--- src/rtl/core_pc_gen.sv ---
// Purpose: program-counter generator that owns the fetch-bus request and produces fetch addresses.
// Latency: one cycle; redirects, holds and increments all appear on pc_addr_out after the next clk edge.
// Backpressure: hold_flag_in freezes the PC in FETCH, and a dropped bus_grant_in parks the core in REQ with the PC kept.
module core_pc_gen #(
  parameter int                 ADDR_W       = 32,
  parameter logic [ADDR_W-1:0]  RESET_VECTOR = 32'h0000_0000
) (
  input  logic              clk,
  input  logic              rst,
  input  logic              jump_flag_in,
  input  logic [ADDR_W-1:0] jump_addr_in,
  input  logic              hold_flag_in,
  input  logic              bus_grant_in,
  output logic              bus_req_out,
  output logic [ADDR_W-1:0] pc_addr_out,
  output logic              pc_valid_out,
  output logic              misalign_out
);

  typedef enum logic [1:0] {
    ST_IDLE  = 2'b00,
    ST_REQ   = 2'b01,
    ST_FETCH = 2'b10
  } state_t;

  localparam logic [ADDR_W-1:0] PC_STEP = ADDR_W'(4);

  state_t            state_q, state_d;
  logic [ADDR_W-1:0] pc_q, pc_d;
  logic              pc_valid_q, pc_valid_d;
  logic              misalign_q, misalign_d;

  // Jump qualification: only word-aligned targets may redirect the PC.
  logic jump_aligned;
  logic jump_misaligned;

  // Classify the incoming redirect; the target is ignored when no jump is requested.
  always_comb begin
    jump_aligned    = 1'b0;
    jump_misaligned = 1'b0;
    if (jump_flag_in) begin
      if (jump_addr_in[1:0] == 2'b00) begin
        jump_aligned = 1'b1;
      end else begin
        jump_misaligned = 1'b1;
      end
    end
  end

  // Next-state and next-PC selection: aligned jump beats hold, hold beats increment.
  always_comb begin
    state_d    = state_q;
    pc_d       = pc_q;
    misalign_d = 1'b0;
    unique case (state_q)
      ST_IDLE: begin
        // One idle cycle after reset, then ask for the bus.
        state_d = ST_REQ;
      end
      ST_REQ: begin
        // Waiting for the bus: redirects still land, holds and increments do not.
        if (jump_aligned) begin
          pc_d = jump_addr_in;
        end
        misalign_d = jump_misaligned;
        if (bus_grant_in) begin
          state_d = ST_FETCH;
        end
      end
      ST_FETCH: begin
        if (jump_aligned) begin
          pc_d = jump_addr_in;
        end else if (jump_misaligned) begin
          // Bad target: keep the PC where it is and flag it for one cycle.
          misalign_d = 1'b1;
        end else if (hold_flag_in) begin
          pc_d = pc_q;
        end else if (bus_grant_in) begin
          // Wraps silently at the top of the address space.
          pc_d = pc_q + PC_STEP;
        end
        // Losing the grant parks us in REQ; the PC keeps the pending address.
        if (!bus_grant_in) begin
          state_d = ST_REQ;
        end
      end
      default: begin
        state_d = ST_IDLE;
      end
    endcase
    // Valid is registered and simply mirrors being in FETCH.
    pc_valid_d = (state_d == ST_FETCH);
  end

  // State and datapath registers; reset discards any in-flight fetch or same-cycle jump.
  always_ff @(posedge clk or posedge rst) begin
    if (rst) begin
      state_q    <= ST_IDLE;
      pc_q       <= RESET_VECTOR;
      pc_valid_q <= 1'b0;
      misalign_q <= 1'b0;
    end else begin
      state_q    <= state_d;
      pc_q       <= pc_d;
      pc_valid_q <= pc_valid_d;
      misalign_q <= misalign_d;
    end
  end

  // Outputs come straight from flops, so reset forces them without waiting for an edge.
  always_comb begin
    bus_req_out  = (state_q != ST_IDLE);
    pc_addr_out  = pc_q;
    pc_valid_out = pc_valid_q;
    misalign_out = misalign_q;
  end

endmodule

--- config.mk ---
export PLATFORM = sky130hd
export DESIGN_NAME = core_pc_gen
export DESIGN_NICKNAME = d
export VERILOG_FILES = /design/src/rtl/core_pc_gen.sv
export SDC_FILE = /design/constraint.sdc
export NUM_CORES = 1
export LEC_CHECK = 0
export BUFFER_PORTS_ARGS = -buffer_cell sky130_fd_sc_hd__buf_2
export CAP_MARGIN = 15
export CORE_MARGIN = 5
export CORE_UTILIZATION = 57
export CTS_BUF_LIST = sky130_fd_sc_hd__clkbuf_2
export DETAILED_ROUTE_END_ITERATION = 6
export MAX_ROUTING_LAYER = met4
export PLACE_DENSITY = 0.95
export SYNTH_ARGS = -nofsm -noshare
export SYNTH_HDL_FRONTEND = slang
export SYNTH_SLANG_ARGS = --single-unit
--- constraint.sdc ---
create_clock -name clk -period 3.6 [get_ports clk]
set_input_delay 0.36 -clock clk [delete_from_list [all_inputs] [get_ports clk]]
set_output_delay 0.36 -clock clk [all_outputs]
set_load 0.1 [all_outputs]
==> metrics.md, run 1 <==
| Metric | Value |
|---|---|
| Status | `completed` |
| WP data required | `3.90 ns` |
| Die Y | `72.6 µm` |
| Post-synthesis cell type count | `45` |
| Routed length per instance | `15.6 µm` |
| Worst-skew pair later-pin latency | `0.40 ns` |
| Overflow after GRT | `0` |
| Final Hold Vio Count | `0` |
| Placed Area | `2600 µm²` |
| # IOs | `72` |
| Layout cells sized above 1 | `27.6%` |
| #FFs+latches synth | `36` |
| Syn Std Cell Area | `2240 µm²` |
| Initial antenna violation count | `0` |
| Via Count | `2247` |
| Pre-Repair DR Iteration Count | `4` |
| Fillers | `306` |
| Global Route Usage Sum | `23.5%` |
| Setup ws final | `0.971 ns` |
| Final setup vio count | `0` |
| Post-CTS sizing | `0` |
| TritonCTS clock tree | `done` |
| Max Transition Viols Final | `0` |
| DRC Markers | `0` |
| CTS Buf Count | `5` |
| RSZ-0062 raised after global routing | `no` |
| CTS root buf | `clkbuf_2` |
| Global-route wire length before repair | `9.59 mm` |
| Relative max-transition margin | `30.4%` |
| Synth-to-Final Area Change | `19.5%` |
| # diodes | `0` |
| Worst slew pin tran | `1.04 ns` |
| Critical path class | `reg2reg` |
| Synth warnings | `0` |
| GP Congestion | `0.873` |
| Post-layout instance area | `2670 µm²` |
| Max_cap viols | `0` |
| Post-Syn Instances | `265` |
| Clk buf depth | `2` |
| Fin nets | `372` |
| Minimum hold slack | `0.176 ns` |
| Pin count of the biggest net entering global routing | `65` |
| CTS Sinks | `36` |
| Min cycle time layout | `2.63 ns` |
| Std-Cell Rows | `22` |
| Via density | `5.94` |
| Die Area | `5280 µm²` |
| Post-Syn Nets | `307` |
| Mapped Avg Cell Area | `8.44 µm²` |
| Clock Skews | `0.0132 ns` |
| Vias in the first global route | `2031` |
| Initial Utilization | `59.7%` |
| CP startpoint kind | `flip-flop` |
| Post-route ant nets | `0` |
| Post-DP HPWL | `4.29 mm` |
| Core ar. | `3740 µm²` |
| PortBufs | `71` |
| # H-tree levels | `2` |
| Die W | `72.6 µm` |
| Crit path DAT | `2.92 ns` |
| Register area share after synthesis | `40.3%` |
| CP endpoint kind | `flip-flop` |
| Post-route setup TNS | `0 ns` |
| Crit Path Max Fanout | `23` |
| DRT Wirelength | `5.90 mm` |
| DRT iter0 DRCs | `301` |
| HP Class | `in2reg` |
| Reg clk slew, reported paths | `0.17 ns` |
| Tcrit/Tclk final | `73.0%` |
| Max Clk Rate | `0.380 GHz` |
| Pre-CTS WS | `1.06 ns` |
through the flow:
step                      cells  utilization, %
after floorplan             265               -
after global placement      369            69.5
after detailed placement    369            69.5
after CTS                   376            70.4
after global routing        378            71.4
final                       378            71.4
synthesized netlist by cell type (all sizes together):
cell type / count / area share (%)
or3b: 1 / 0.39
nor4: 5 / 2.4
a2bb2oi: 7 / 2.7
ha: 5 / 2.8
or2: 2 / 0.56
o32a: 1 / 0.45
o211ai: 1 / 0.34
nand2b: 1 / 0.28
o31ai: 1 / 0.34
or3: 1 / 0.28
nor2: 24 / 4.0
and2: 3 / 0.90
a22oi: 2 / 0.67
a21boi: 1 / 0.50
nand3: 14 / 3.6
a41oi: 3 / 1.2
o21ai: 12 / 2.7
nor3: 4 / 0.90
a21oi: 28 / 6.3
a31oi: 7 / 2.0
o211a: 1 / 0.45
and4: 2 / 0.78
inv: 7 / 1.2
o22a: 12 / 4.7
dfrtp: 36 / 40
o22ai: 7 / 2.0
nand2: 31 / 5.3
nand4: 8 / 2.2
a22o: 1 / 0.39
and3: 8 / 2.3
o311a: 1 / 0.45
buf: 7 / 1.7
nor2b: 2 / 0.56
clkbuf: 12 / 2.0
a311oi: 1 / 0.39
o21a: 4 / 1.3
a211o: 2 / 0.78
final cells by class:
| type | instances | area (µm²) | share of cell area, % |
|---|---|---|---|
| Tap cell | 48 | 60.1 | 2.25 |
| Multi-Input combinational cell | 203 | 1230 | 46.0 |
| Inverter | 7 | 26.3 | 0.983 |
| Timing Repair Buffer | 77 | 423 | 15.8 |
| Clock buffer | 5 | 25.0 | 0.936 |
| Sequential cell | 36 | 901 | 33.7 |
| Clock inverter | 2 | 7.51 | 0.281 |
logic make-up after synthesis:
kind of cell / synth area share, %
DFF: 40.3
buffers and inverters: 4.87
AOI/OAI and AO/OA: 27.6
and+or+nand+nor: 24.5
adders and majority gates: 2.80
state kept, by name, indices dropped and copies added, names as in the netlist:
| signal | count |
|---|---|
| pc_valid_out | 1 |
| state_q | 2 |
| pc_addr_out | 32 |
| misalign_out | 1 |
timing repair:
item / in CTS / in global routing
setup buffers: 0 / 0
hold buffers: 0 / 1
endpoints found under the hold margin: 0 / 10
worst max-delay path, cell delays in order, from the launching register on:
cell and delay, ns:
dfrtp_1 0.45, inv_1 0.10, ha_1 0.31, or2_1 0.17
a21boi_2 0.10, nor2_2 0.69, buf_4 0.33, nor3_1 0.08
a211o_1 0.29
layout by cell type, fill, tap and decap left out, types with 8 or more instances in the layout:
cell     netlist  layout
a21oi_1       28      28
dfrtp_1       36      36
nand4_1        8       8
nor2_1        24      23
nand2_1       30      30
buf_2          6      71
o22a_1        12      12
nand3_1       12      12
final timing paths:
path,start,to,slack (ns),depth (start not counted)
setup reg to reg,state_q[0],pc_addr_out[2],0.97,8
max in group asynchronous,rst,pc_addr_out[22],2.44,5
hold / removal,jump_addr_in[30],pc_addr_out[30],0.18,2
hold reg to reg,pc_addr_out[1],pc_addr_out[1],0.50,1
setup / recovery,state_q[0],pc_addr_out[2],0.97,8
min in group asynchronous,rst,pc_valid_out,0.50,3
metal layers:
layer  track usage (%)  part of all wire, %  vias to the layer above
met2              37.0                   49                       82
met1              30.7                   42                     1037
li1                  -                    -                     1117
met4              7.99                  1.3                        0
met5                 -                    0                        -
met3              4.13                  7.6                       11
Power of run 1 is left out: the tool's default activity adds up to more than one toggle a clock period on the data nets, which glitch-free logic cannot reach.
==> run 2, diff against run 1 <==
CORE_UTILIZATION = 53   (was 57)
PLACE_DENSITY = 0.91   (was 0.95)
clock period = 2.55 ns   (was 3.6 ns; I/O delays follow)
==> run 2 against run 1 <==
Against the previous run:
- the flow now finishes with violations (hold timing)
- first-iteration DRC count increased by 24%
- via count increased by 4.2%
- maximum frequency increased by 10%
- clock-buffer cell count unchanged
- die area increased by 6.5%
- core utilization decreased by 4.7 points
- sequential share of layout area decreased by 0.21 points
- global-route usage increased by 0.69 points
- highest routed layer unchanged
==> metrics.md, run 2 (same netlist as run 1, synthesis figures left out) <==
| Metric | Value |
|---|---|
| Clk buf depth | `2 (unchanged)` |
| Commonest non-fill, non-tap cell in the layout | `buf_2` |
| Global-route wire length before repair | `10.2 mm (+6.7%)` |
| DRT Wirelength | `6.12 mm (+3.8%)` |
| Post-route ant nets | `0 (unchanged)` |
| Crit path top cell by count | `or2_1` |
| Critical path class | `reg2reg` |
| PortBufs | `71 (unchanged)` |
| Via Count | `2341 (+4.2%)` |
| Fillers | `342 (+12%)` |
| Worst-skew pair later-pin latency | `0.41 ns (about the same)` |
| Status | `finished, violations left` |
| # IOs | `72 (unchanged)` |
| DRT iter0 DRCs | `374 (+24%)` |
| Max Transition Viols Final | `0 (unchanged)` |
| Synth-to-Final Area Change | `21.1%` |
| CTS Sinks | `36 (unchanged)` |
| # H-tree levels | `2 (unchanged)` |
| Min cycle time layout | `2.39 ns (-0.240 ns)` |
| Overflow after GRT | `0 (unchanged)` |
| Most frequent cells in the layout | `buf_2 (71), dfrtp_1 (31), nand2_1 (30), a21oi_1 (28), nor2_1 (23)` |
| DRC Markers | `0 (unchanged)` |
| Crit path DAT | `2.69 ns (-0.23 ns)` |
| Worst-path cell chain | `inv_1 > ha_1 > or2_1 > a21boi_2 > or2_1 > a311oi_1 > a211o_1` |
| HP Class | `in2async` |
| Post-route setup TNS | `0 ns (unchanged)` |
| R2R cell count | `7 (-1)` |
| Failing checks | `hold timing` |
| Pin count of the biggest net entering global routing | `27 (-58%)` |
| Crit Path Max Fanout | `13 (-43%)` |
| R2R Path Start | `state_q[0]` |
| Post-CTS sizing | `0 (unchanged)` |
| RSZ-0062 raised after global routing | `no` |
| TritonCTS clock tree | `done` |
| CTS hold repair buffers | `0 (unchanged)` |
| Std-Cell Rows | `23 (+4.5%)` |
| CP max stage delay | `0.46 ns (-0.23 ns)` |
| Post-layout instance area | `2710 µm² (+1.3%)` |
| WP data required | `2.85 ns (-1.05 ns)` |
| Post-CTS Setup Inserts | `0 (unchanged)` |
| Layout cells sized above 1 | `30.7% (+3.2 points)` |
| Post-DP HPWL | `4.50 mm (+4.8%)` |
| Initial antenna violation count | `0 (unchanged)` |
| Die Y | `75.0 µm (+3.2%)` |
| Core Util, Final | `66.7% (-4.7 points)` |
| Routed length per instance | `15.9 µm (+1.9%)` |
| Tcrit/Tclk final | `93.7% (+21 points)` |
| Max_cap viols | `0 (unchanged)` |
| Placed Area | `2670 µm² (+2.5%)` |
| CP startpoint kind | `flip-flop` |
| CP endpoint kind | `flip-flop` |
| # diodes | `0 (unchanged)` |
| Crit path launch | `state_q[0]` |
| Worst slew pin tran | `0.869 ns (-0.175 ns)` |
| Initial Utilization | `55.1% (-4.6 points)` |
| Via density | `6.08 (+2.3%)` |
| Clock Skews | `0.0160 ns (+0.00285 ns)` |
| Relative max-transition margin | `42.0% (+12 points)` |
| CTS root buf | `clkbuf_2` |
| Fin nets | `376 (+1.1%)` |
| Vias in the first global route | `2193 (+8.0%)` |
| Reg clk slew, reported paths | `0.19 ns (+0.02 ns)` |
| Die Area | `5620 µm² (+6.5%)` |
| Slowest library cell on the worst path | `or2_1` |
| Pre-Repair DR Iteration Count | `4 (unchanged)` |
| Final setup vio count | `0 (unchanged)` |
| CTS Buf Count | `5 (unchanged)` |
| Final Hold Vio Count | `14 (+14)` |
| Max Clk Rate | `0.419 GHz (+10%)` |
| Global Route Usage Sum | `24.2% (+0.69 points)` |
| Die W | `75.0 µm (+3.2%)` |
| Core ar. | `4060 µm² (+8.4%)` |
| Max reg flops | `32 (unchanged)` |
| GP Congestion | `0.902 (+3.4%)` |
| Minimum hold slack | `-0.0124 ns (-0.188 ns)` |
[run 2: changes by cell type in the layout (fill, tap and decap cells not counted), sizes merged]
cell / before / now
buf: 76 / 81
dlygate4sd3: 1 / 0
clkinv: 2 / 3
[run 2: critical path, delay by kind of cell, from the launching register on]
family	cells	cell delay [ns]
adder cells (fa/ha/maj)	1	0.30
AND/OR/NAND/NOR	2	0.71
buffers and inverters	1	0.09
AO/OA/AOI/OAI	3	0.74
flip-flops	1	0.44
[run 2: per-stage QoR]
stage               cells  worst slack [ns]
floorplan             265           0.00484
global placement      377             0.358
detailed placement    377             0.245
CTS                   385             0.240
global route          385            0.0690
finish                385             0.162
[run 2: worst paths after layout]
path	to	slack (ns)
min	pc_addr_out[8]	-0.01
min in group clk	pc_addr_out[30]	0.06
max reg2reg	pc_addr_out[30]	0.16
max in group asynchronous	pc_addr_out[1]	1.86
min reg2reg	pc_addr_out[1]	0.51
max	pc_addr_out[30]	0.16
[run 2: layout make-up]
| type | instances | area (µm²) | area share, % |
|---|---|---|---|
| Clock inverter | 3 | 13.8 | 0.508 |
| Clock buffer | 5 | 25.0 | 0.924 |
| Sequential cell | 36 | 907 | 33.5 |
| Timing Repair Buffer | 81 | 443 | 16.4 |
| Multi-Input combinational cell | 203 | 1230 | 45.4 |
| Tap cell | 50 | 62.6 | 2.31 |
| Inverter | 7 | 26.3 | 0.970 |
[run 2: layer usage]
layer / up-vias / track usage [%] / wire, µm
li1: 1127 / - / -
met1: 1102 / 30.3 / 2570
met2: 98 / 38.9 / 3030
met3: 14 / 4.94 / 421
met4: 0 / 8.50 / 105
met5: - / - / 0
Power of run 2 is left out for the same reason.
